`src/rtl/opl_write_sequencer.sv`:
```
// opl_write_sequencer: buffers AdLib port writes in a FIFO and replays them to
// the OPL2 write port, inserting register-settle delays counted in OPL clock
// enables after each index (A0=0) or data (A0=1) write.
module opl_write_sequencer #(
   parameter logic [11:0] BASE       = 12'h388,
   parameter int unsigned DEPTH_LOG2 = 4,
   parameter int unsigned ADDR_WAIT  = 12,
   parameter int unsigned DATA_WAIT  = 84
) (
   input  logic                  iClk,
   input  logic                  iRstN,
   input  logic                  iClkEn,
   input  logic                  iWr,
   input  logic [7:0]            iWrData,
   input  logic [19:0]           iAddr,
   input  logic                  iOvfClr,
   output logic [7:0]            oOplDin,
   output logic                  oOplAddr,
   output logic                  oOplWrN,
   output logic [DEPTH_LOG2:0]   oLevel,
   output logic                  oBusy,
   output logic                  oOvf
);

   localparam int unsigned DEPTH = 32'd1 << DEPTH_LOG2;
   localparam int unsigned PW    = DEPTH_LOG2 + 1;
   localparam int unsigned WMAX  = (ADDR_WAIT > DATA_WAIT) ? ADDR_WAIT : DATA_WAIT;
   localparam int unsigned CW    = (WMAX == 0) ? 1 : $clog2(WMAX + 1);

   localparam logic [1:0] S_IDLE  = 2'd0;
   localparam logic [1:0] S_ISSUE = 2'd1;
   localparam logic [1:0] S_WAIT  = 2'd2;

   logic [8:0]    r_mem [DEPTH];
   logic [PW-1:0] r_wptr;
   logic [PW-1:0] r_rptr;
   logic [PW-1:0] r_level;
   logic          r_ovf;
   logic [1:0]    r_state;
   logic [1:0]    w_state_nxt;
   logic [CW-1:0] r_cnt;
   logic          r_wrn;
   logic [7:0]    r_din;
   logic          r_a0;

   logic          w_hit;
   logic          w_full;
   logic          w_empty;
   logic          w_push;
   logic          w_pop;
   logic [CW-1:0] w_wait_load;
   logic          w_unused;

   // Bus decode: only the low 12 address bits take part, A0 selects index/data
   assign w_hit       = iWr & ({iAddr[11:1], 1'b0} == BASE);
   assign w_full      = (r_level == PW'(DEPTH));
   assign w_empty     = (r_level == '0);
   assign w_push      = w_hit & ~w_full;
   assign w_pop       = (r_state == S_IDLE) & ~w_empty;
   assign w_wait_load = r_a0 ? CW'(DATA_WAIT) : CW'(ADDR_WAIT);
   assign w_unused    = &{1'b0, iAddr[19:12]};

   // FIFO storage, written on an accepted push
   always_ff @(posedge iClk) begin
      if (w_push) r_mem[r_wptr[DEPTH_LOG2-1:0]] <= {iAddr[0], iWrData};
   end

   // FIFO pointers and occupancy; fullness uses the pre-edge level
   always_ff @(posedge iClk or negedge iRstN) begin
      if (!iRstN) begin
         r_wptr  <= '0;
         r_rptr  <= '0;
         r_level <= '0;
      end else begin
         if (w_push) r_wptr <= r_wptr + PW'(1);
         if (w_pop)  r_rptr <= r_rptr + PW'(1);
         case ({w_push, w_pop})
            2'b10:   r_level <= r_level + PW'(1);
            2'b01:   r_level <= r_level - PW'(1);
            default: r_level <= r_level;
         endcase
      end
   end

   // Sticky overflow: a dropped push beats a coincident clear
   always_ff @(posedge iClk or negedge iRstN) begin
      if (!iRstN)               r_ovf <= 1'b0;
      else if (w_hit & w_full)  r_ovf <= 1'b1;
      else if (iOvfClr)         r_ovf <= 1'b0;
   end

   // Sequencer state register
   always_ff @(posedge iClk or negedge iRstN) begin
      if (!iRstN) r_state <= S_IDLE;
      else        r_state <= w_state_nxt;
   end

   // Next-state: pop when idle, one issue cycle, then count enable pulses
   always_comb begin
      w_state_nxt = r_state;
      case (r_state)
         S_IDLE:  if (!w_empty) w_state_nxt = S_ISSUE;
         S_ISSUE: w_state_nxt = (w_wait_load == '0) ? S_IDLE : S_WAIT;
         S_WAIT:  if (iClkEn && (r_cnt <= CW'(1))) w_state_nxt = S_IDLE;
         default: w_state_nxt = S_IDLE;
      endcase
   end

   // Write strobe, held output data and settle counter
   always_ff @(posedge iClk or negedge iRstN) begin
      if (!iRstN) begin
         r_wrn <= 1'b1;
         r_din <= '0;
         r_a0  <= 1'b0;
         r_cnt <= '0;
      end else begin
         r_wrn <= ~w_pop;
         if (w_pop) {r_a0, r_din} <= r_mem[r_rptr[DEPTH_LOG2-1:0]];
         if (r_state == S_ISSUE)
            r_cnt <= w_wait_load;
         else if ((r_state == S_WAIT) && iClkEn && (r_cnt != '0))
            r_cnt <= r_cnt - CW'(1);
      end
   end

   assign oOplDin  = r_din;
   assign oOplAddr = r_a0;
   assign oOplWrN  = r_wrn;
   assign oLevel   = r_level;
   assign oOvf     = r_ovf;
   assign oBusy    = (r_state != S_IDLE) | (r_level != '0);

endmodule

```
`config.mk`:
```
export PLATFORM = sky130hd
export DESIGN_NAME = opl_write_sequencer
export DESIGN_NICKNAME = d
export VERILOG_FILES = /design/src/rtl/opl_write_sequencer.sv
export SDC_FILE = /design/constraint.sdc
export NUM_CORES = 1
export LEC_CHECK = 0
export ABC_CLOCK_PERIOD_IN_PS = 3280
export CAP_MARGIN = 20
export CORE_MARGIN = 5
export CORE_UTILIZATION = 45
export CTS_CLUSTER_SIZE = 30
export DETAILED_ROUTE_END_ITERATION = 16
export DONT_BUFFER_PORTS = 1
export HOLD_SLACK_MARGIN = 0.1
export RECOVER_POWER = 50
export SLEW_MARGIN = 5
export SYNTH_ARGS = -nofsm -noshare
export SYNTH_HDL_FRONTEND = slang
export SYNTH_SLANG_ARGS = --single-unit
```
`constraint.sdc`:
```
create_clock -name iClk -period 3.28 [get_ports iClk]
set_clock_uncertainty 0.2 [all_clocks]
set_input_delay 0.328 -clock iClk [delete_from_list [all_inputs] [get_ports iClk]]
set_output_delay 0.328 -clock iClk [all_outputs]
set_load 0.05 [all_outputs]
```
==> flow_metrics.env <==
export IMPL_status="complete, but fails checks"
export IMPL_violations="capacitance limit, slew limit"
export IMPL_post_dp_hpwl_um=8860
export IMPL_die_area_um2=18600
export IMPL_vias=3648
export IMPL_antenna_found_initial=0
export IMPL_synth_fp_nets=443
export IMPL_gp_congestion=0.772
export IMPL_core_area_um2=15800
export IMPL_synth_cell_types=49
export IMPL_synth_edf_count=144
export IMPL_clk_latency_ns=0.43
export IMPL_place_inst=614
export IMPL_whs_path_depth=4
export IMPL_rr_startpoint="oLevel[1]"
export IMPL_period_share_pct=93.6
export IMPL_path_clk_slew_ns=0.07
export IMPL_max_vdd_ir_drop_v=0.000703
export IMPL_mostFrequentLayoutCells="edfxtp_1, mux4_2, dfrtp_1"
export IMPL_drive_above_1_share_pct=25.5
export IMPL_ant_nets=0
export IMPL_grt_pass1_vias=3834
export IMPL_grt_pass1_wl_um=21900
export IMPL_multi_input_area_um2=1950
export IMPL_synthCells=398
export IMPL_drt_wirelength_per_cell_um=21.5
export IMPL_ys_ff_latch=177
export IMPL_crit_chain="or4_1, o2111a_2, inv_2, ha_1, xor2_1, ha_1, o211a_1, o31ai_1, a31oi_1, xnor2_1"
export IMPL_max_freq_mhz=326
export IMPL_row_count=46
export IMPL_r2r_slack_ns=0.21
export IMPL_rsz0062_at_grt="no"
export IMPL_wirelength_um=14200
export IMPL_num_antenna_cells=0
export IMPL_first_iter_violations=236
export IMPL_cp_arrival_ns=3.18
export IMPL_place_area_um2=7590
export IMPL_area_delta_synth_final_pct=15.5
export IMPL_clock_sinks=177
export IMPL_whs_endpoint="r_wptr[0]"
export IMPL_slew_headroom_pct=-28.6
export IMPL_io_pins=50
export IMPL_max_stage_delay_ns=0.65
export IMPL_synth_area_um2=7190
export IMPL_post_cts_buffers=0
export IMPL_tightest_slew_ns=1.93
export IMPL_fin_setup_tns_ns=0
export IMPL_synth_ff_type="edfxtp_1"
export IMPL_start_util_pct=45.6
export IMPL_critPathLaunchType="flop"
export IMPL_ys_seq_area_share_pct=71.6
export IMPL_root_buffer="clkbuf_16"
export IMPL_crit_top_cell="ha_1"
export IMPL_cts_tree="done"
export IMPL_nets=476
export IMPL_hold_path_class="in -> reg"
export IMPL_htreeDepth=4
export IMPL_synthArstFlopShare_pct=18.6
export IMPL_fin_crit_ns=3.07
export IMPL_cp_max_fo=9
export IMPL_die_w_um=136
export IMPL_synth_avg_cell_area_um2=18.1
export IMPL_ctsLongestPathBuffers=2
export IMPL_routed_via_density=5.53
export IMPL_dieHeight_um=136
export IMPL_criticalPathCategory="reg -> reg"
export IMPL_layout_area_seq_um2=5160
export IMPL_whs_ns=0.220
export IMPL_design_area_um2=8310
export IMPL_reg2reg_depth=10
export IMPL_track_usage_pct=16.4
export IMPL_fin_cells=660
export IMPL_portBuffers=0
export IMPL_grt_start_max_net_pins=40
export IMPL_drc_errors=0
export IMPL_drv_slew=34
export IMPL_r2r_end="oLevel[4]"
export IMPL_fill_cells=1284
export IMPL_drv_cap=1
export IMPL_grt_ovfl_total=0
export IMPL_worst_setup_path_end_kind="flop"
export IMPL_hold_start="iAddr[10]"
export IMPL_cp_data_required_time_ns=3.39
export IMPL_setup_viol=0
export IMPL_yosysWarnings=0
export IMPL_p_per_area_nw_per_um2=834
export IMPL_final_common_cell="edfxtp_1"
export IMPL_leakage_nw=2.77
export IMPL_hold_viol_final=0
export IMPL_drtPass1Iterations=5
export IMPL_slowest_stage="or4_1"
export IMPL_cts_made_buffers=17
## kinds of logic after synthesis
| family | share of synthesized area [%] |
|---|---|
| xor+xnor | 1.46 |
| buf+inv | 2.00 |
| fa+ha+maj | 2.09 |
| flops | 71.6 |
| simple gates | 4.59 |
| mux | 13.4 |
| compound gates | 4.85 |
## cells in the mapped netlist (all sizes together), types with 2 or more instances
master | instances | area share [%]
o21ai | 7 | 0.49
xor2 | 4 | 0.49
o21a | 2 | 0.21
o211ai | 3 | 0.38
nand4 | 2 | 0.17
nor2b | 3 | 0.26
and2 | 5 | 0.43
o311ai | 2 | 0.24
edfxtp | 144 | 60
a21oi | 12 | 0.83
nand2 | 9 | 0.47
nor2 | 13 | 0.71
inv | 16 | 0.83
ha | 12 | 2.1
clkbuf | 7 | 0.37
o2111a | 2 | 0.33
xnor2 | 8 | 0.97
dfrtp | 32 | 11
nand3 | 4 | 0.28
mux4 | 36 | 11
buf | 12 | 0.80
or4 | 3 | 0.31
nor4 | 9 | 0.78
mux2i | 3 | 0.42
mux2 | 11 | 1.7
o22ai | 18 | 1.6
nand2b | 3 | 0.26
## worst max-delay path, delay by kind of cell, from the launching register on
kind	cells	cell delay, ns
AO/OA/AOI/OAI	4	0.81
XOR/XNOR	2	0.26
buffers and inverters	1	0.06
AND/OR/NAND/NOR	1	0.65
adder cells (fa/ha/maj)	2	0.57
flip-flops	1	0.40
## area by class of cell
type | instances | share of cell area, %
Tap cell | 216 | 3.25
Sequential cell | 177 | 62.0
Timing Repair Buffer | 33 | 3.30
Inverter | 16 | 0.723
Clock inverter | 15 | 2.11
Clock buffer | 17 | 5.12
Multi-Input combinational cell | 186 | 23.5
## registers in the layout (all words and copies together), names as in the netlist
register,count
r_wptr,4
r_mem,144
r_cnt,7
oOplWrN,1
r_state,2
oOvf,1
oOplAddr,1
r_rptr,4
oOplDin,8
oLevel,5
## power by group
| group | internal, mW | total, mW | leakage [nW] | switching [mW] |
|---|---|---|---|---|
| Combinational | 0.857 | 1.92 | 0.810 | 1.06 |
| Clock | 1.15 | 2.04 | 0.290 | 0.893 |
| Sequential | 2.61 | 2.97 | 1.67 | 0.356 |
| Total | 4.62 | 6.93 | 2.77 | 2.31 |
## through the flow
step / util [%] / power (mW) / setup WS, ns
global route: 52.7 / 7.30 / 0.0166
CTS: 52.9 / 7.04 / 0.198
finish: 52.7 / 6.93 / 0.210
detailed placement: 48.1 / 4.95 / 0.227
floorplan: - / 4.49 / 0.0466
global placement: 48.1 / 4.91 / 0.272
## per-layer routing
metal,GRT usage (%),up-vias,wire length (µm)
met1,21.3,1901,6000
met4,3.92,0,66
met5,0,-,0
met3,4.85,4,834
li1,-,1663,-
met2,27.3,80,7270
## worst max-delay path by stage
stage | start | end | slack (ns)
global placement | oLevel[1] | oLevel[4] | 0.27
detailed placement | oLevel[1] | oLevel[4] | 0.23
CTS | oLevel[1] | oLevel[4] | 0.20
finish | oLevel[1] | oLevel[4] | 0.21
global route | oLevel[1] | oLevel[4] | 0.02
floorplan | oLevel[2] | oLevel[4] | 0.05
## timing repair
item / in CTS / in global routing
resized for setup: 0 / 0
hold buffers: 14 / 0
endpoints found under the hold margin: 182 / 0
No activity file was read; power rests on OpenSTA's default activity.
